File: config.mk
export PLATFORM = sky130hd
export DESIGN_NAME = shot_responder_flat
export DESIGN_NICKNAME = d
export VERILOG_FILES = /design/src/rtl/game_pkg.sv /design/src/rtl/shot_responder_if.sv /design/src/rtl/shot_responder_fleet_map.sv /design/src/rtl/shot_responder.sv /design/src/flat_wrapper.sv
export SDC_FILE = /design/constraint.sdc
export NUM_CORES = 1
export LEC_CHECK = 0
export BUFFER_PORTS_ARGS = -buffer_cell sky130_fd_sc_hd__buf_4
export CAP_MARGIN = 0
export CORE_ASPECT_RATIO = 0.5
export CORE_MARGIN = 1
export CORE_UTILIZATION = 35
export CTS_CLUSTER_SIZE = 25
export DETAILED_ROUTE_END_ITERATION = 12
export GPL_TIMING_DRIVEN = 0
export PLACE_DENSITY = 0.61
export SYNTH_ARGS = -nofsm -noshare
export SYNTH_HDL_FRONTEND = slang
export SYNTH_HIERARCHICAL = 1
export SYNTH_SLANG_ARGS = --single-unit
File: constraint.sdc
create_clock -name clk -period 4.5 [get_ports clk]
set_clock_uncertainty 0.15 [all_clocks]
set_input_delay 0.675 -clock clk [delete_from_list [all_inputs] [get_ports clk]]
set_output_delay 0.675 -clock clk [all_outputs]
set_load 0.01 [all_outputs]
File: src/rtl/game_pkg.sv
// Shared types and board constants for the shot responder.
package game_pkg;

    localparam int GRID_N      = 10;
    localparam int FLEET_CELLS = 20;
    localparam int MAP_CELLS   = GRID_N * GRID_N;

    typedef struct packed {
        logic [3:0] row;
        logic [3:0] col;
    } coord_t;

    typedef enum logic [2:0] {
        PLACE,
        READY,
        EVAL,
        REPLY,
        DEAD
    } resp_state_t;

    function automatic logic in_range(coord_t c);
        return (int'(c.row) < GRID_N) && (int'(c.col) < GRID_N);
    endfunction

    // Only meaningful for in-range coordinates; callers gate on in_range().
    function automatic logic [6:0] cell_idx(coord_t c);
        int i;
        i = int'(c.row) * GRID_N + int'(c.col);
        return 7'(i);
    endfunction

endpackage

File: src/rtl/shot_responder_if.sv
// Shot request / reply handshake between the link receiver and the responder.
interface shot_responder_if;
    import game_pkg::*;

    logic   shot_valid;
    coord_t shot_pos;
    logic   shot_ready;
    logic   reply_valid;
    logic   reply_ready;
    logic   reply_hit;
    logic   reply_dup;

    modport master (
        output shot_valid, shot_pos, reply_ready,
        input  shot_ready, reply_valid, reply_hit, reply_dup
    );

    modport slave (
        input  shot_valid, shot_pos, reply_ready,
        output shot_ready, reply_valid, reply_hit, reply_dup
    );

endinterface

File: src/rtl/shot_responder_fleet_map.sv
// fleet_map: per-cell ship bits (and shot bits when SHOT_DUP_REJECT_EN is
// defined) with one shared address for the write port and combinational read.
module fleet_map
    import game_pkg::*;
(
    input  logic       clk,
    input  logic       rst,
    input  logic [6:0] idx,
    input  logic       ship_we,
    input  logic       ship_val,
    output logic       ship_bit
`ifdef SHOT_DUP_REJECT_EN
    ,
    input  logic       shot_we,
    output logic       shot_bit
`endif
);

    logic             in_map;
    logic [MAP_CELLS-1:0] ship_q;

    assign in_map   = int'(idx) < MAP_CELLS;
    assign ship_bit = in_map ? ship_q[idx] : 1'b0;

    // Ship bit array: set during placement, optionally cleared on hit.
    always_ff @(posedge clk or posedge rst) begin
        if (rst)
            ship_q <= '0;
        else if (ship_we && in_map)
            ship_q[idx] <= ship_val;
    end

`ifdef SHOT_DUP_REJECT_EN
    logic [MAP_CELLS-1:0] shot_q;

    assign shot_bit = in_map ? shot_q[idx] : 1'b0;

    // Shot bit array: remembers every in-range cell the opponent has fired at.
    always_ff @(posedge clk or posedge rst) begin
        if (rst)
            shot_q <= '0;
        else if (shot_we && in_map)
            shot_q[idx] <= 1'b1;
    end
`endif

endmodule

File: src/rtl/shot_responder.sv
// shot_responder: resolves opponent shots against the local fleet map.
// Optional SHOT_DUP_REJECT_EN keeps a shot map and flags repeated shots.
//
// state | meaning
// PLACE | accepting ship cells until lock with a full fleet
// READY | waiting for an opponent shot
// EVAL  | resolving captured shot against the maps
// REPLY | answer presented, waiting for reply_ready
// DEAD  | every fleet cell hit; only reset leaves
module shot_responder
    import game_pkg::*;
(
    input  logic       clk,
    input  logic       rst,
    input  logic       place_valid,
    input  coord_t     place_pos,
    input  logic       lock,
    shot_responder_if.slave bus,
    output logic       fleet_dead,
    output logic [6:0] cells_left,
    output logic [6:0] placed_cnt
);

    localparam logic [6:0] FC7 = 7'(FLEET_CELLS);

    resp_state_t state_q, state_d;
    coord_t      shot_q, shot_d;
    logic [6:0]  cells_q, cells_d;
    logic [6:0]  placed_q, placed_d;
    logic        hit_q, hit_d;
    logic        dup_q, dup_d;
    logic        shot_ready_q, reply_valid_q, fleet_dead_q;

    logic [6:0]  map_idx;
    logic        ship_we, ship_val, ship_bit;
`ifdef SHOT_DUP_REJECT_EN
    logic        shot_we, shot_bit;
`endif

    fleet_map u_map (
        .clk      (clk),
        .rst      (rst),
        .idx      (map_idx),
        .ship_we  (ship_we),
        .ship_val (ship_val),
        .ship_bit (ship_bit)
`ifdef SHOT_DUP_REJECT_EN
        ,
        .shot_we  (shot_we),
        .shot_bit (shot_bit)
`endif
    );

    // Next-state, counter and map-write decisions.
    always_comb begin
        state_d  = state_q;
        shot_d   = shot_q;
        cells_d  = cells_q;
        placed_d = placed_q;
        hit_d    = hit_q;
        dup_d    = dup_q;
        ship_we  = 1'b0;
        ship_val = 1'b1;
`ifdef SHOT_DUP_REJECT_EN
        shot_we  = 1'b0;
`endif
        map_idx  = (state_q == PLACE) ? cell_idx(place_pos) : cell_idx(shot_q);

        case (state_q)
            PLACE: begin
                if (place_valid && in_range(place_pos) && !ship_bit && (placed_q < FC7)) begin
                    ship_we  = 1'b1;
                    placed_d = placed_q + 7'd1;
                end
                if (lock && (placed_q == FC7)) begin
                    state_d = READY;
                    cells_d = FC7;
                end
            end
            READY: begin
                if (bus.shot_valid) begin
                    shot_d  = bus.shot_pos;
                    state_d = EVAL;
                end
            end
            EVAL: begin
                hit_d   = 1'b0;
                dup_d   = 1'b0;
                state_d = REPLY;
                if (in_range(shot_q)) begin
`ifdef SHOT_DUP_REJECT_EN
                    if (shot_bit) begin
                        dup_d = 1'b1;
                        hit_d = ship_bit;
                    end else begin
                        shot_we = 1'b1;
                        if (ship_bit) begin
                            hit_d = 1'b1;
                            if (cells_q != 7'd0)
                                cells_d = cells_q - 7'd1;
                        end
                    end
`else
                    // Clearing the ship bit makes a repeat shot on it read as a miss.
                    if (ship_bit) begin
                        hit_d    = 1'b1;
                        ship_we  = 1'b1;
                        ship_val = 1'b0;
                        if (cells_q != 7'd0)
                            cells_d = cells_q - 7'd1;
                    end
`endif
                end
            end
            REPLY: begin
                if (bus.reply_ready)
                    state_d = (cells_q == 7'd0) ? DEAD : READY;
            end
            DEAD: begin
                state_d = DEAD;
            end
            default: begin
                state_d = PLACE;
            end
        endcase
    end

    // State, captured shot, counters and registered outputs.
    always_ff @(posedge clk or posedge rst) begin
        if (rst) begin
            state_q       <= PLACE;
            shot_q        <= '0;
            cells_q       <= '0;
            placed_q      <= '0;
            hit_q         <= 1'b0;
            dup_q         <= 1'b0;
            shot_ready_q  <= 1'b0;
            reply_valid_q <= 1'b0;
            fleet_dead_q  <= 1'b0;
        end else begin
            state_q       <= state_d;
            shot_q        <= shot_d;
            cells_q       <= cells_d;
            placed_q      <= placed_d;
            hit_q         <= hit_d;
            dup_q         <= dup_d;
            shot_ready_q  <= (state_d == READY);
            reply_valid_q <= (state_d == REPLY);
            fleet_dead_q  <= (state_d == DEAD);
        end
    end

    assign bus.shot_ready  = shot_ready_q;
    assign bus.reply_valid = reply_valid_q;
    assign bus.reply_hit   = hit_q;
    assign bus.reply_dup   = dup_q;
    assign fleet_dead      = fleet_dead_q;
    assign cells_left      = cells_q;
    assign placed_cnt      = placed_q;

endmodule

File: src/flat_wrapper.sv
// flat-port wrapper written by rule: the top's interface ports become plain ports
module shot_responder_flat import game_pkg::*;
  (clk, rst, place_valid, place_pos, lock, fleet_dead, cells_left, placed_cnt, bus_shot_valid, bus_shot_pos, bus_reply_ready, bus_shot_ready, bus_reply_valid, bus_reply_hit, bus_reply_dup);
  shot_responder_if bus_i ();
  input  logic clk;
  input  logic rst;
  input  logic place_valid;
  input  coord_t place_pos;
  input  logic lock;
  output logic fleet_dead;
  output logic [6:0] cells_left;
  output logic [6:0] placed_cnt;
  input wire logic [$bits(bus_i.shot_valid)-1:0] bus_shot_valid;
  input wire logic [$bits(bus_i.shot_pos)-1:0] bus_shot_pos;
  input wire logic [$bits(bus_i.reply_ready)-1:0] bus_reply_ready;
  output wire logic [$bits(bus_i.shot_ready)-1:0] bus_shot_ready;
  output wire logic [$bits(bus_i.reply_valid)-1:0] bus_reply_valid;
  output wire logic [$bits(bus_i.reply_hit)-1:0] bus_reply_hit;
  output wire logic [$bits(bus_i.reply_dup)-1:0] bus_reply_dup;
  assign bus_i.shot_valid = bus_shot_valid;
  assign bus_i.shot_pos = bus_shot_pos;
  assign bus_i.reply_ready = bus_reply_ready;
  assign bus_shot_ready = bus_i.shot_ready;
  assign bus_reply_valid = bus_i.reply_valid;
  assign bus_reply_hit = bus_i.reply_hit;
  assign bus_reply_dup = bus_i.reply_dup;
  shot_responder u_core (.clk(clk), .rst(rst), .place_valid(place_valid), .place_pos(place_pos), .lock(lock), .bus(bus_i), .fleet_dead(fleet_dead), .cells_left(cells_left), .placed_cnt(placed_cnt));
endmodule
-- Word level (Yosys, flattened, before mapping)
Index checks and enable logic that the tools add are counted.
- bits in registers: 129
- word-level logic and storage cells: 76
- input port bits: 22
- output and inout port bits: 19
- equal/unequal tests: 12
- multiply operators: 2
- reduce and logical (&&, ||, !) cells: 16
- multiplexer cells: 24
- $add $sub $neg: 4
- magnitude comparators: 8
- operator list (kind ; count):
    bitwise mux 100 bit ; 1
    two-way mux 7 bit ; 5
    < comparator 4 bit, second input constant ; 4
    case mux 3 bit (5 select lines) ; 1
    adder 7 x 5 -> 7 bit ; 2
    case mux 7 bit (2 select lines) ; 1
    multiplier 4 x 3 -> 6 bit, second input constant ; 2
    two-way mux 3 bit ; 4
    equality test 3 x 2 -> 1 bit, second input constant ; 3
    two-way mux 1 bit ; 9
    logical AND 1 bit ; 8
    < comparator 7 x 8 -> 1 bit, second input constant ; 1
    adder 7 x 1 -> 7 bit, second input constant ; 1
    binary-select mux 1 bit (select 7 bit) ; 1
    demux 1 bit (select 7 bit) ; 1
    equality test 7 x 5 -> 1 bit, second input constant ; 1
    greater-or-equal comparator 7 x 1 -> 1 bit, second input constant ; 1
    logical NOT 7 bit ; 1
    < comparator 7 x 5 -> 1 bit, second input constant ; 1
    < comparator 7 bit, second input constant ; 1
    nonzero test 7 bit ; 1
    subtractor 7 x 1 -> 7 bit, second input constant ; 1
    equality test 3 x 1 -> 1 bit, second input constant ; 2
    equality test 3 bit, second input constant ; 2
    8 further kinds ; 11

-- Logic depth before layout (Yosys ltp)
Gate-level depths: netlist of run 1.
- word-level depth: 12
- gate-level depth with buffers: 21
- gate-level depth less buffers: 21

-- Modules after synthesis
The synthesis of run 1 kept the hierarchy.
- modules (own cells, without submodules) (module ; area an instance (um2) ; sequential area each (um2) ; cells an instance ; times used):
    fleet_map ; 5273.8 ; 2502.4 ; 459 ; 1
    shot_responder ; 1864.3 ; 725.7 ; 180 ; 1

-- Worst setup path after synthesis of run 1
No wires, ideal clock.
- path kind: input to register
- start: in place_pos[5] in the netlist's numbering
- end: reg u_core.u_map.ship_q[23]
- data required time: 4225 ps
- arrival: 4455 ps
- buffers on the path: 0
- stages: 20
- slack: -230 ps
- setup time: 125 ps
- cells stage by stage: ha_1 > ha_1 > inv_1 > fa_1 > xnor2_1 > nand2_1 > o21ai_0 > inv_1 > and3_1 > a211o_1 > a2111oi_2 > nor4_1 > nand3b_1 > nor3_2 > or2_2 > nand2_1 > nor2_1 > nand2_1 > nor2_1 > mux2_2
- longest elaborated chain between the ends: 12
- elaborated cells on any way between the ends: 27
- classes of those cells: 1 x add/sub; 1 x mul; 4 x order compare; 14 x mux; 7 x reduce/logical
- RTL lines (element ; RTL line ; RTL):
    start: declaration ; flat_wrapper.sv:8 ; input coord_t place_pos;
    multiplier 4 x 3 -> 6 bit * ; game_pkg.sv:28 ; i = int'(c.row) * GRID_N + int'(c.col);
    adder 7 x 5 -> 7 bit * ; game_pkg.sv:28 ;
    two-way mux 7 bit * ; shot_responder.sv:67 ; map_idx = (state_q == PLACE) ? cell_idx(place_pos) : cell_idx(shot_q);
    named net u_core.map_idx[5] ; shot_responder.sv:34 ; logic [6:0] map_idx;
    binary-select mux 1 bit (select 7 bit) ; shot_responder_fleet_map.sv:23 ; assign ship_bit = in_map ? ship_q[idx] : 1'b0;
    two-way mux 1 bit (not written as such) ; shot_responder_fleet_map.sv:23 ;
    two-way mux 1 bit * ; shot_responder_fleet_map.sv:23 ;
    named net u_core.ship_bit ; shot_responder.sv:35 ; logic ship_we, ship_val, ship_bit;
    logical NOT 1 bit ; shot_responder.sv:71 ; if (place_valid && in_range(place_pos) && !ship_bit && (placed_q < FC7)) begin
    logical AND 1 bit (2 in series) ; shot_responder.sv:71 ;
    two-way mux 1 bit ; shot_responder.sv:71 ;
    case mux 1 bit (2 select lines) * ; shot_responder.sv:69 ; case (state_q)
    named net u_core.ship_we ; shot_responder.sv:35 ;
    logical AND 1 bit * ; shot_responder_fleet_map.sv:29 ; else if (ship_we && in_map)
    end signal: indexed assignment ; shot_responder_fleet_map.sv:30 ; ship_q[idx] <= ship_val;
    end: declaration ; shot_responder_fleet_map.sv:20 ; logic [MAP_CELLS-1:0] ship_q;
The timed path passes the listed nets; every way through them passes the cells marked *. The select of a mux whose other input is x is not followed.
A chain may end at the register's enable or synchronous reset.

-- Worst setup path in the final report of run 1
- start: in place_pos[5] in the netlist's numbering
- end: reg u_core.u_map.ship_q[77]
Same word-level chain as after synthesis.

==> results of run 1 <==
==> per-layer routing <==
metal  up-vias  wire length, microns  track usage [%]
met1      2682                  8850             24.5
met3        34                   707             3.70
li1       2392                     -                -
met2       125                  8680             29.4
met4         0                   391             6.20
met5         -                     0                0
==> cells in the final DEF, fill, tap and decap left out, types with 10 or more instances in the layout <==
cell type	n
sky130_fd_sc_hd__clkbuf_16	17
sky130_fd_sc_hd__buf_4	61
sky130_fd_sc_hd__nand3_1	12
sky130_fd_sc_hd__nor2b_1	10
sky130_fd_sc_hd__mux2_4	44
sky130_fd_sc_hd__mux4_2	13
sky130_fd_sc_hd__o21ai_0	15
sky130_fd_sc_hd__dfrtp_1	128
sky130_fd_sc_hd__nor2_1	27
sky130_fd_sc_hd__nand2_1	45
sky130_fd_sc_hd__nor2_2	26
sky130_fd_sc_hd__clkbuf_1	12
sky130_fd_sc_hd__nor2_4	42
sky130_fd_sc_hd__ha_1	11
sky130_fd_sc_hd__inv_1	12
sky130_fd_sc_hd__xnor2_1	10
sky130_fd_sc_hd__mux2i_1	16
sky130_fd_sc_hd__mux2_2	68
==> path summary, 6_finish.rpt <==
check	start	to	cells after the start
max	place_pos[5]	u_core/u_map/ship_q[77]	21
min	rst	u_core/u_map/ship_q[89]	2
max reg2reg	u_core/shot_q[5]	u_core/u_map/ship_q[77]	19
min reg2reg	u_core/placed_cnt[5]	u_core/placed_cnt[5]	1
max in group asynchronous	rst	u_core/shot_q[5]	2
min in group clk	bus_reply_ready	u_core/bus.reply_valid	2
==> repair_timing <==
| item | 4_1_cts | 5_1_grt |
|---|---|---|
| gates resized for setup | 178 | 83 |
| pin swaps | 31 | 23 |
| buffers inserted | 14 | 6 |
| setup endpoints to repair | 107 | 101 |
==> layout make-up <==
class,instances,area share (%)
Timing Repair Buffer,60,5.23
Buffer,37,2.73
Inverter,15,0.642
Multi-Input combinational cell,453,48.0
Sequential cell,129,33.8
Clock inverter,14,1.48
Tap cell,266,3.48
Clock buffer,18,4.60
==> cells by family (layout without fill, tap and decap cells) <==
| kind of cell | after synthesis | count (layout) | synth area share (%) |
|---|---|---|---|
| buffers and inverters | 57 | 144 | 3.91 |
| other | 1 | 1 | 0.0525 |
| flip-flops | 129 | 129 | 45.2 |
| XOR/XNOR | 14 | 14 | 1.72 |
| AO/OA/AOI/OAI | 45 | 45 | 4.24 |
| adder cells (fa/ha/maj) | 20 | 20 | 3.93 |
| AND/OR/NAND/NOR | 226 | 226 | 15.2 |
| multiplexers | 147 | 147 | 25.8 |
==> stage by stage <==
step	TNS (ns)	utilization [%]
finish	-1.54	48.4
global route	-7.93	48.4
CTS	-4.06	46.4
detailed placement	-129.67	39.6
global placement	-139.60	39.4
floorplan	-0.000464	-
==> state kept, by name, indices dropped and copies added, names as in the netlist <==
name / flops
u_core/state_q: 3
u_core/bus.shot_ready: 1
u_core/cells_left: 7
u_core/fleet_dead: 1
u_core/bus.reply_hit: 1
u_core/shot_q: 8
u_core/bus.reply_valid: 1
u_core/placed_cnt: 7
u_core/u_map/ship_q: 100
==> cells in the mapped netlist, types with 4 or more instances <==
master | count | area share [%]
sky130_fd_sc_hd__ha_1 | 16 | 2.8
sky130_fd_sc_hd__mux2_2 | 112 | 18
sky130_fd_sc_hd__clkbuf_1 | 20 | 1.1
sky130_fd_sc_hd__nor2b_1 | 10 | 0.88
sky130_fd_sc_hd__nor2_1 | 95 | 5.0
sky130_fd_sc_hd__inv_1 | 15 | 0.79
sky130_fd_sc_hd__nand2_1 | 55 | 2.9
sky130_fd_sc_hd__mux4_1 | 4 | 1.5
sky130_fd_sc_hd__nand3_1 | 14 | 0.98
sky130_fd_sc_hd__fa_1 | 4 | 1.1
sky130_fd_sc_hd__buf_4 | 6 | 0.63
sky130_fd_sc_hd__a21oi_1 | 6 | 0.42
sky130_fd_sc_hd__nor3b_1 | 4 | 0.42
sky130_fd_sc_hd__xnor2_1 | 12 | 1.5
sky130_fd_sc_hd__nand3b_1 | 7 | 0.74
sky130_fd_sc_hd__dfrtp_1 | 129 | 45
sky130_fd_sc_hd__o21ai_0 | 17 | 1.2
sky130_fd_sc_hd__buf_6 | 4 | 0.63
sky130_fd_sc_hd__mux4_2 | 13 | 4.1
sky130_fd_sc_hd__buf_2 | 10 | 0.70
sky130_fd_sc_hd__mux2i_1 | 18 | 2.5
sky130_fd_sc_hd__and3_1 | 6 | 0.53
sky130_fd_sc_hd__nor4_1 | 5 | 0.44
sky130_fd_sc_hd__nand2b_1 | 4 | 0.35
==> worst reg2reg max path, cell delays in order (launching register included) <==
cell and delay, ns:
sky130_fd_sc_hd__dfrtp_2 0.42, sky130_fd_sc_hd__ha_4 0.28, sky130_fd_sc_hd__ha_4 0.12, sky130_fd_sc_hd__inv_2 0.03, sky130_fd_sc_hd__fa_2 0.57, sky130_fd_sc_hd__xnor2_2 0.14, sky130_fd_sc_hd__o21ai_2 0.11, sky130_fd_sc_hd__inv_4 0.11
sky130_fd_sc_hd__buf_6 0.15, sky130_fd_sc_hd__nand3_4 0.08, sky130_fd_sc_hd__o311ai_4 0.31, sky130_fd_sc_hd__a211oi_2 0.11, sky130_fd_sc_hd__nor4_4 0.39, sky130_fd_sc_hd__and4_1 0.27, sky130_fd_sc_hd__buf_6 0.11, sky130_fd_sc_hd__or2_4 0.18
sky130_fd_sc_hd__and3b_4 0.34, sky130_fd_sc_hd__nand2_8 0.13, sky130_fd_sc_hd__nor2_4 0.16, sky130_fd_sc_hd__mux2_4 0.31
==> results_tabular.tex, run 1 <==
\begin{tabular}{lr}
\hline
Metric & Value \\
\hline
\multicolumn{2}{l}{\textbf{Run status}} \\
Result of the run & finished, violations left \\
Violations in the final reports & setup timing \\
\multicolumn{2}{l}{\textbf{Routing}} \\
Length of the first detailed-routing pass in iterations & 4 \\
Number of nets still failing antenna checks after routing & 0 \\
Final routed DRC violation total & 0 \\
DR vias/cell & around 5.3 \\
Post-DR wirelength/cell & about 19 microns \\
Final Routed Wirelength & 18600 microns \\
Number of DRC markers in iteration 0 & 257 \\
Vias & 5233 \\
\multicolumn{2}{l}{\textbf{Synth}} \\
Flip-flop cell with the highest count after synthesis & sky130\_fd\_sc\_hd\_\_dfrtp\_1 \\
Synth Net Count & $\sim$680 \\
Avg Synthesized Cell Area & roughly 11 sq um \\
Synthesized instance count & 639 \\
Number of flip-flops and latches in the synthesized netlist & around 130 \\
Synthesized area & 7140 sq um \\
Count of unique library cells instantiated by Yosys & 55 \\
Number of enable-type register cells in the synthesized netlist & 0 \\
Sequential fraction of the synthesis area & 45.2\% \\
Synth Warn \# & 6 \\
Async set-reset flop share out of synthesis & 100\% \\
\multicolumn{2}{l}{\textbf{Final layout}} \\
Area grow syn2layout & 33.8\% \\
Number of filler instances in the final layout & 1730 \\
Combined flip-flop and latch cell area & between 3000 and 4000 sq um \\
Final non-filler cell total & just under 1000 \\
Design Area, Final & 9550 sq um \\
Area of the multi-input gates & 4590 sq um \\
Final-stage net count & around 760 \\
Share of cells above drive strength 1 & between 50\% and 60\% \\
Count of inserted antenna diode cells & 0 \\
\multicolumn{2}{l}{\textbf{STA}} \\
Hold Violations, Final & 0 \\
Slew at the pin closest to its max-slew limit & about 1.1 ns \\
Final Slew Violations & 0 \\
Number of setup violations in the final report & between 40 and 50 \\
Final setup margin & -0.0758 ns \\
Highest attainable clock frequency & 219 MHz \\
Setup repair after global routing missed its margin & yes \\
Final Cycle Share & 102\% \\
Post-layout min period & between 4 and 5 ns \\
Headroom to the max-slew limit & between 20\% and 30\% \\
Min Hold Slack & $\sim$0.17 ns \\
\multicolumn{2}{l}{\textbf{CTS}} \\
Worst-skew pair later-pin latency & approximately 0.42 ns \\
H-tree depth & 4 \\
CTS max path bufs & 2 \\
Hold buffer count at CTS & 0 \\
Clock buffer count from CTS & 17 \\
Clock sink count & 129 \\
Clock transition at the registers of the reported paths & 0.06 ns \\
Root buffer selected by CTS & sky130\_fd\_sc\_hd\_\_clkbuf\_16 \\
Clock tree from TritonCTS & built \\
\multicolumn{2}{l}{\textbf{Setup path}} \\
Worst path max stage delay & approximately 0.46 ns \\
Top cell by count, worst path & sky130\_fd\_sc\_hd\_\_buf\_6 \\
Kind of launch point of the worst setup path & primary input \\
Family with the most delay on the worst path & simple AND/OR/NAND/NOR gates \\
Arrival time worst endpoint & around 4.7 ns \\
Capturing element type of the critical path & flip-flop \\
CP Max Fanout & 8 \\
Crit path required time & 4.65 ns \\
Critical path type & in -> reg \\
Buffers plus inverters on the worst setup path & 5 \\
Cells along the critical path & buf\_4, ha\_4, ha\_1, inv\_1, fa\_1, xnor2\_1, nand2\_1, o21ai\_2, inv\_4, buf\_6, nand3\_4, o311ai\_4, a211oi\_2, nor4\_4, and4\_1, buf\_6, or2\_4, and3b\_4, nand2\_8, nor2\_4, mux2\_4 \\
Reg-to-reg slack, setup & -0.07 ns \\
Slowest CP cell & sky130\_fd\_sc\_hd\_\_fa\_1 \\
\multicolumn{2}{l}{\textbf{Hold path}} \\
Min-delay worst type & in -> async \\
\multicolumn{2}{l}{\textbf{Global routing}} \\
Total gr overflow & 0 \\
GRT Resource Usage Total & a little under a fifth \\
Via count of the first global-routing pass & roughly 5300 \\
Antenna violations before repair & 0 \\
Pin count of the biggest net entering global routing & 58 \\
Wire length of the first global-routing pass & between 20000 and 30000 microns \\
\multicolumn{2}{l}{\textbf{Floorplanning}} \\
DIE AREA & 21000 sq um \\
Boundary pin count & 41 \\
Die width & approximately 200 microns \\
Effective utilization at floorplan & 36.2\% \\
Height of the die & between 100 and 150 microns \\
Area inside the core boundary & a little under 20000 sq um \\
Num rows & 36 \\
\multicolumn{2}{l}{\textbf{Placed design}} \\
Setup slack after placement & -1.37 ns \\
Placed cell areas & between 7000 and 8000 sq um \\
Total half-perimeter wirelength after legalization and detailed placement & between 10000 and 15000 microns \\
Number of placed instances, taps included & approximately 950 \\
Number of I/O port buffers & 39 \\
Placer congestion estimate & between 0.8 and 0.9 \\
\multicolumn{2}{l}{\textbf{Flow run}} \\
Total of max-cap violations & 0 \\
\hline
\end{tabular}
Power of run 1 is not shown: default switching activity piles up to over one toggle a cycle in this logic, so the estimate is an artifact.
==> run 2: changes to the inputs <==
--- a/config.mk
+++ b/config.mk
@@ -5,15 +5,16 @@
 export SDC_FILE = /design/constraint.sdc
 export NUM_CORES = 1
 export LEC_CHECK = 0
-export BUFFER_PORTS_ARGS = -buffer_cell sky130_fd_sc_hd__buf_4
+export BUFFER_PORTS_ARGS = -buffer_cell sky130_fd_sc_hd__buf_2
 export CAP_MARGIN = 0
 export CORE_ASPECT_RATIO = 0.5
 export CORE_MARGIN = 1
 export CORE_UTILIZATION = 35
-export CTS_CLUSTER_SIZE = 25
+export CTS_CLUSTER_SIZE = 30
 export DETAILED_ROUTE_END_ITERATION = 12
 export GPL_TIMING_DRIVEN = 0
 export PLACE_DENSITY = 0.61
+export SLEW_MARGIN = 10
 export SYNTH_ARGS = -nofsm -noshare
 export SYNTH_HDL_FRONTEND = slang
 export SYNTH_HIERARCHICAL = 1
==> run 2 against run 1 <==
  * The run still ends with setup timing left
  * First-iteration DRC count grew 37%
  * Worst hold slack gained 0.0049 ns
  * Via count grew 0.65%
  * Largest cell class unchanged
==> results_tabular.tex, run 2 (synthesized netlist as in run 1, its figures left out) <==
\begin{tabular}{lr}
\hline
Metric & Value \\
\hline
\multicolumn{2}{l}{\textbf{CTS}} \\
Clock tree from TritonCTS & built \\
Clock sink count & 129 (unchanged) \\
Root buffer selected by CTS & sky130\_fd\_sc\_hd\_\_clkbuf\_16 \\
CTS max path bufs & 2 (unchanged) \\
Worst-skew pair later-pin latency & 0.42 ns (about the same) \\
Clock transition at the registers of the reported paths & 0.06 ns (about the same) \\
H-tree depth & 4 (unchanged) \\
Clock buffer count from CTS & 17 (unchanged) \\
\multicolumn{2}{l}{\textbf{Setup path}} \\
Cells along the critical path & ha\_2, fa\_1, mux2\_4, buf\_6, mux4\_2, a211o\_1, a2111oi\_4, nor4\_4, nand3b\_1, nor3\_4, or2\_4, and3b\_2, nand2\_8, nor2\_4, mux2\_4 \\
Reg-to-reg slack, setup & -0.05 ns (+0.02 ns) \\
Critical path type & reg -> reg \\
Slowest CP cell & sky130\_fd\_sc\_hd\_\_fa\_1 \\
Worst path max stage delay & 0.44 ns (-0.02 ns) \\
Critical R2R Capture & u\_core/u\_map/ship\_q[75] \\
Crit path required time & 4.65 ns (about the same) \\
Kind of launch point of the worst setup path & flip-flop \\
Top cell by count, worst path & sky130\_fd\_sc\_hd\_\_mux2\_4 \\
Reg2Reg Depth & 15 (-4) \\
CP Max Fanout & 10 (+2) \\
Capturing element type of the critical path & flip-flop \\
Arrival time worst endpoint & 4.71 ns (-0.02 ns) \\
Worst r2r src & u\_core/shot\_q[4] \\
\multicolumn{2}{l}{\textbf{Global routing}} \\
Pin count of the biggest net entering global routing & 60 (+3.4\%) \\
Antenna violations before repair & 0 (unchanged) \\
Wire length of the first global-routing pass & 28800 microns (-1.3\%) \\
Via count of the first global-routing pass & 5262 (-1.4\%) \\
GRT Resource Usage Total & 18.2\% (+0.022 points) \\
Total gr overflow & 0 (unchanged) \\
\multicolumn{2}{l}{\textbf{Routing}} \\
Length of the first detailed-routing pass in iterations & 5 (+1) \\
Number of DRC markers in iteration 0 & 351 (+37\%) \\
Post-DR wirelength/cell & 18.6 microns (-0.75\%) \\
Final routed DRC violation total & 0 (unchanged) \\
Detailed-routed wire length on met2 & 8570 microns (-1.3\%) \\
DR vias/cell & 5.30 (+0.45\%) \\
Number of nets still failing antenna checks after routing & 0 (unchanged) \\
Routed wl met3 & 890 microns (+26\%) \\
Met1 routed wirelength after detailed routing & 8580 microns (-3.0\%) \\
Final Routed Wirelength & 18500 microns (-0.55\%) \\
Uppermost layer routed & met4 \\
Vias & 5267 (+0.65\%) \\
\multicolumn{2}{l}{\textbf{STA}} \\
Hold Violations, Final & 0 (unchanged) \\
Highest attainable clock frequency & 220 MHz (+0.46\%) \\
Post-layout min period & 4.55 ns (-0.0209 ns) \\
Final setup margin & -0.0548 ns (+0.0209 ns) \\
Setup repair after global routing missed its margin & yes \\
Final Slew Violations & 0 (unchanged) \\
Final Cycle Share & 101\% (-0.47 points) \\
Headroom to the max-slew limit & 21.5\% (-4.1 points) \\
Number of setup violations in the final report & 24 (-48\%) \\
Slew at the pin closest to its max-slew limit & 1.18 ns (+0.0629 ns) \\
\multicolumn{2}{l}{\textbf{Run status}} \\
Result of the run & finished, violations left \\
Violations in the final reports & setup timing \\
\multicolumn{2}{l}{\textbf{Placed design}} \\
Placer congestion estimate & 0.831 (-2.7\%) \\
Total half-perimeter wirelength after legalization and detailed placement & 11800 microns (+0.51\%) \\
Number of I/O port buffers & 39 (unchanged) \\
Setup slack after placement & -1.30 ns (+0.0739 ns) \\
\multicolumn{2}{l}{\textbf{Final layout}} \\
Final-stage net count & 757 (+0.26\%) \\
Area grow syn2layout & 31.1\% \\
Core utilization of the finished layout & 47.4\% (-0.99 points) \\
Share of cells above drive strength 1 & 49.6\% (-1.2 points) \\
Commonest cells after routing, fill and taps aside & 128 x sky130\_fd\_sc\_hd\_\_dfrtp\_1, 77 x sky130\_fd\_sc\_hd\_\_mux2\_2, 49 x sky130\_fd\_sc\_hd\_\_buf\_2, 45 x sky130\_fd\_sc\_hd\_\_nand2\_1, 40 x sky130\_fd\_sc\_hd\_\_nor2\_1 \\
Count of inserted antenna diode cells & 0 (unchanged) \\
Largest register by flop count & u\_core/u\_map/ship\_q \\
Most common cell after layout, fill and taps aside & sky130\_fd\_sc\_hd\_\_dfrtp\_1 \\
Largest regs & u\_core/u\_map/ship\_q x100, u\_core/shot\_q x8 \\
Flip-flop count of the largest register, all copies and words added & 100 (unchanged) \\
\multicolumn{2}{l}{\textbf{Floorplanning}} \\
Effective utilization at floorplan & 36.2\% (unchanged) \\
Height of the die & 103 microns (unchanged) \\
DIE AREA & 21000 sq um (unchanged) \\
Boundary pin count & 41 (unchanged) \\
Num rows & 36 (unchanged) \\
Die width & 204 microns (unchanged) \\
Area inside the core boundary & 19700 sq um (unchanged) \\
\multicolumn{2}{l}{\textbf{Flow run}} \\
Total of max-cap violations & 0 (unchanged) \\
\multicolumn{2}{l}{\textbf{Hold path}} \\
Min-delay worst type & in -> async \\
\hline
\end{tabular}
==> run 2: changes by cell type in the layout (fill, tap and decap cells not counted), moves of 3 or more <==
cell	change
sky130_fd_sc_hd__clkinvlp_4	+3
sky130_fd_sc_hd__clkbuf_1	-5
sky130_fd_sc_hd__inv_6	-8
sky130_fd_sc_hd__buf_4	-35
sky130_fd_sc_hd__nor2_2	-5
sky130_fd_sc_hd__nor2_4	-8
sky130_fd_sc_hd__nor2_1	+13
sky130_fd_sc_hd__mux2_4	-9
sky130_fd_sc_hd__mux2_2	+9
sky130_fd_sc_hd__clkbuf_2	+4
sky130_fd_sc_hd__buf_2	+42
==> run 2: worst max-delay path: cells and delay by family, from the launching register on <==
kind / cells / cell delay (ns)
and+or+nand+nor: 7 / 1.30
muxes: 3 / 0.98
AOI/OAI and AO/OA: 2 / 0.77
adders and majority gates: 2 / 0.64
DFF: 1 / 0.42
buffers and inverters: 1 / 0.18
==> run 2: cell type report <==
cell class	instances	area, sq um
Timing Repair Buffer	61	418
Clock inverter	13	164
Tap cell	266	333
Multi-Input combinational cell	453	4460
Sequential cell	129	3230
Buffer	38	260
Fill cell	1751	10400
Inverter	15	61.3
Clock buffer	19	433
==> run 2: how the worst max path moves through the flow <==
stage / from / end / slack, ns / cells after the start
after CTS: u_core/shot_q[5] / u_core/u_map/ship_q[15] / -0.04 / 18
after detailed placement: place_pos[4] / u_core/u_map/ship_q[23] / -1.30 / 20
after global placement: place_pos[4] / u_core/u_map/ship_q[21] / -1.25 / 20
after global routing: u_core/shot_q[4] / u_core/u_map/ship_q[95] / -0.20 / 19
after floorplan: place_pos[1] / u_core/u_map/ship_q[23] / -0.0005 / 18
final: u_core/shot_q[4] / u_core/u_map/ship_q[75] / -0.05 / 15
==> run 2: metrics by stage <==
step            TNS [ns]  cells  hold slack [ns]  instance area, sq um
2_1_floorplan  -0.000464    639            0.321                  7150
3_3_place_gp     -136.41    944            0.310                  7680
3_5_place_dp     -122.11    945            0.315                  7710
4_1_cts           -0.789    987            0.179                  8910
5_1_grt            -9.65    994            0.218                  9360
6_report          -0.479    994            0.171                  9360
==> run 2: what timing repair did <==
item                                    CTS  global route
endpoints found under the hold margin     0             0
setup buffers                            14             7
hold buffers                              0             0
endpoints found under the setup margin  109           101
resized for setup                       125           122
pin swaps                                32            25
==> run 2: routing by layer <==
layer / vias up / global-route usage (%)
li1: 2404 / -
met1: 2668 / 24.1
met2: 153 / 29.3
met3: 42 / 3.19
met4: 0 / 8.61
met5: - / 0
Power of run 2 is left out for the same reason.
==> run 3: changes to the inputs <==
--- a/config.mk
+++ b/config.mk
@@ -5,15 +5,16 @@
 export SDC_FILE = /design/constraint.sdc
 export NUM_CORES = 1
 export LEC_CHECK = 0
-export BUFFER_PORTS_ARGS = -buffer_cell sky130_fd_sc_hd__buf_2
 export CAP_MARGIN = 0
 export CORE_ASPECT_RATIO = 0.5
 export CORE_MARGIN = 1
 export CORE_UTILIZATION = 35
 export CTS_CLUSTER_SIZE = 30
 export DETAILED_ROUTE_END_ITERATION = 12
+export DONT_BUFFER_PORTS = 1
 export GPL_TIMING_DRIVEN = 0
-export PLACE_DENSITY = 0.61
+export PLACE_DENSITY = 0.59
+export SETUP_SLACK_MARGIN = 0.5
 export SLEW_MARGIN = 10
 export SYNTH_ARGS = -nofsm -noshare
 export SYNTH_HDL_FRONTEND = slang
==> run 3 against run 2 <==
  * The flow still finishes with violations (setup timing)
  * First-iteration DRC count increased by 19%
  * Worst setup slack lost 0.13 ns
  * Maximum frequency down 2.9%
==> results_tabular.tex, run 3 (synthesized netlist as in run 1, its figures left out) <==
\begin{tabular}{lr}
\hline
Metric & Value \\
\hline
\multicolumn{2}{l}{\textbf{Run status}} \\
Violations in the final reports & setup timing \\
Result of the run & finished, violations left \\
\multicolumn{2}{l}{\textbf{STA}} \\
Headroom to the max-slew limit & 11.3\% (-10 points) \\
Hold Violations, Final & 0 (unchanged) \\
Final Cycle Share & 104\% (+3.0 points) \\
Slew at the pin closest to its max-slew limit & 1.33 ns (+0.153 ns) \\
Highest attainable clock frequency & 213 MHz (-2.9\%) \\
Number of setup violations in the final report & 72 (+200\%) \\
Post-layout min period & 4.69 ns (+0.135 ns) \\
Final setup margin & -0.189 ns (-0.135 ns) \\
Setup repair after global routing missed its margin & yes \\
Post-route setup TNS & -8.51 ns (-8.03 ns) \\
Final Slew Violations & 0 (unchanged) \\
\multicolumn{2}{l}{\textbf{CTS}} \\
Clock tree from TritonCTS & built \\
Root buffer selected by CTS & sky130\_fd\_sc\_hd\_\_clkbuf\_16 \\
Clock buffer count from CTS & 17 (unchanged) \\
H-tree depth & 4 (unchanged) \\
Clock transition at the registers of the reported paths & 0.06 ns (about the same) \\
Clock sink count & 129 (unchanged) \\
CTS max path bufs & 2 (unchanged) \\
Worst-skew pair later-pin latency & 0.43 ns (about the same) \\
\multicolumn{2}{l}{\textbf{Global routing}} \\
Total gr overflow & 0 (unchanged) \\
Wire length of the first global-routing pass & 29900 microns (+3.9\%) \\
Via count of the first global-routing pass & 5195 (-1.3\%) \\
Pin count of the biggest net entering global routing & 62 (+3.3\%) \\
Antenna violations before repair & 0 (unchanged) \\
GRT Resource Usage Total & 19.0\% (+0.79 points) \\
\multicolumn{2}{l}{\textbf{Routing}} \\
Length of the first detailed-routing pass in iterations & 5 (unchanged) \\
Vias & 5201 (-1.3\%) \\
Number of DRC markers in iteration 0 & 416 (+19\%) \\
Number of nets still failing antenna checks after routing & 0 (unchanged) \\
Final routed DRC violation total & 0 (unchanged) \\
Final Routed Wirelength & 19600 microns (+5.6\%) \\
Post-DR wirelength/cell & 20.2 microns (+8.5\%) \\
DR vias/cell & 5.38 (+1.5\%) \\
\multicolumn{2}{l}{\textbf{Final layout}} \\
Number of filler instances in the final layout & 1687 (-3.7\%) \\
Count of inserted antenna diode cells & 0 (unchanged) \\
Flip-flop count of the largest register, all copies and words added & 100 (unchanged) \\
Share of cells above drive strength 1 & 51.5\% (+1.9 points) \\
Largest regs & u\_core/u\_map/ship\_q x100, u\_core/shot\_q x8 \\
Commonest cells after routing, fill and taps aside & 128 x sky130\_fd\_sc\_hd\_\_dfrtp\_1, 57 x sky130\_fd\_sc\_hd\_\_mux2\_4, 55 x sky130\_fd\_sc\_hd\_\_mux2\_2, 54 x sky130\_fd\_sc\_hd\_\_nor2\_4, 43 x sky130\_fd\_sc\_hd\_\_nand2\_1 \\
Largest register by flop count & u\_core/u\_map/ship\_q \\
Final-stage net count & 730 (-3.6\%) \\
Area grow syn2layout & 35.8\% \\
Most common cell after layout, fill and taps aside & sky130\_fd\_sc\_hd\_\_dfrtp\_1 \\
\multicolumn{2}{l}{\textbf{Setup path}} \\
Arrival time worst endpoint & 4.85 ns (+0.14 ns) \\
CP Max Fanout & 8 (-2) \\
Kind of launch point of the worst setup path & flip-flop \\
Capturing element type of the critical path & flip-flop \\
Critical path type & reg -> reg \\
Worst r2r src & u\_core/shot\_q[4] \\
Launch point of the critical path & u\_core/shot\_q[4] \\
Crit path required time & 4.66 ns (about the same) \\
\multicolumn{2}{l}{\textbf{Flow run}} \\
Total of max-cap violations & 0 (unchanged) \\
\multicolumn{2}{l}{\textbf{Floorplanning}} \\
Die width & 204 microns (unchanged) \\
Area inside the core boundary & 19700 sq um (unchanged) \\
Effective utilization at floorplan & 36.2\% (unchanged) \\
Num rows & 36 (unchanged) \\
Height of the die & 103 microns (unchanged) \\
Boundary pin count & 41 (unchanged) \\
DIE AREA & 21000 sq um (unchanged) \\
\multicolumn{2}{l}{\textbf{Hold path}} \\
Min-delay worst type & in -> reg \\
Startpoint of the lowest-slack hold path & bus\_reply\_ready \\
\multicolumn{2}{l}{\textbf{Placed design}} \\
Placer congestion estimate & 0.827 (-0.49\%) \\
Total half-perimeter wirelength after legalization and detailed placement & 12100 microns (+2.5\%) \\
Number of I/O port buffers & 0 (-100\%) \\
\hline
\end{tabular}
==> run 3: per-layer routing <==
metal  routed length (microns)  global-route usage, %
met1                      9090                   26.2
met2                      9070                   30.1
met3                      1170                   3.98
met4                       227                   5.80
met5                         0                      0
==> run 3: final cells by class <==
class                      count  area (sq um)  share of cell area (%)
timing repair buffer          30           335                    3.46
tap                          266           333                    3.43
clock buffer                  21           460                    4.75
inverter                      15          61.3                   0.632
sequential                   129          3230                    33.3
multi-input combinational    453          4800                    49.5
clock inverter                11           113                    1.16
buffer                        42           360                    3.72
==> run 3: final timing paths <==
kind	cells after the start	to	slack, ns
min in group asynchronous	1	u_core/placed_cnt[0]	0.26
max reg2reg	18	u_core/u_map/ship_q[95]	-0.19
min reg2reg	1	u_core/u_map/ship_q[39]	0.35
min	1	u_core/bus.reply_valid	0.21
max in group asynchronous	3	u_core/u_map/ship_q[60]	2.95
max	18	u_core/u_map/ship_q[95]	-0.19
==> run 3: timing repair <==
action | in CTS | in global routing
buffers inserted | 17 | 11
resized for setup | 127 | 175
setup endpoints to repair | 113 | 113
hold endpoints to repair | 39 | 0
hold buffers | 1 | 0
pin swaps | 30 | 37
cloned | 0 | 0
==> run 3: critical path, stage by stage (launching register included) <==
cell,delay (ns)
sky130_fd_sc_hd__dfrtp_1,0.41
sky130_fd_sc_hd__ha_2,0.20
sky130_fd_sc_hd__fa_1,0.45
sky130_fd_sc_hd__mux2_4,0.30
sky130_fd_sc_hd__buf_6,0.13
sky130_fd_sc_hd__buf_12,0.13
sky130_fd_sc_hd__buf_6,0.12
sky130_fd_sc_hd__mux4_2,0.25
sky130_fd_sc_hd__mux2i_2,0.09
sky130_fd_sc_hd__nor4b_2,0.31
sky130_fd_sc_hd__a211oi_2,0.09
sky130_fd_sc_hd__nor4_4,0.42
sky130_fd_sc_hd__and4_1,0.26
sky130_fd_sc_hd__buf_6,0.11
sky130_fd_sc_hd__or2_4,0.17
sky130_fd_sc_hd__and3_4,0.26
sky130_fd_sc_hd__nand2_2,0.15
sky130_fd_sc_hd__nor2_1,0.20
sky130_fd_sc_hd__mux2_2,0.36
==> run 3: per-stage QoR <==
stage	util, %	std cells	area, sq um	setup WS [ns]	hold WS, ns
5_1_grt	49.1	967	9690	-0.331	0.195
2_1_floorplan	-	639	7330	0.0857	0.321
3_5_place_dp	39.0	906	7690	-1.21	0.337
3_3_place_gp	38.8	905	7660	-1.20	0.331
6_report	49.1	967	9690	-0.189	0.207
4_1_cts	45.0	956	8870	-0.135	0.199
Power of run 3 is left out for the same reason.
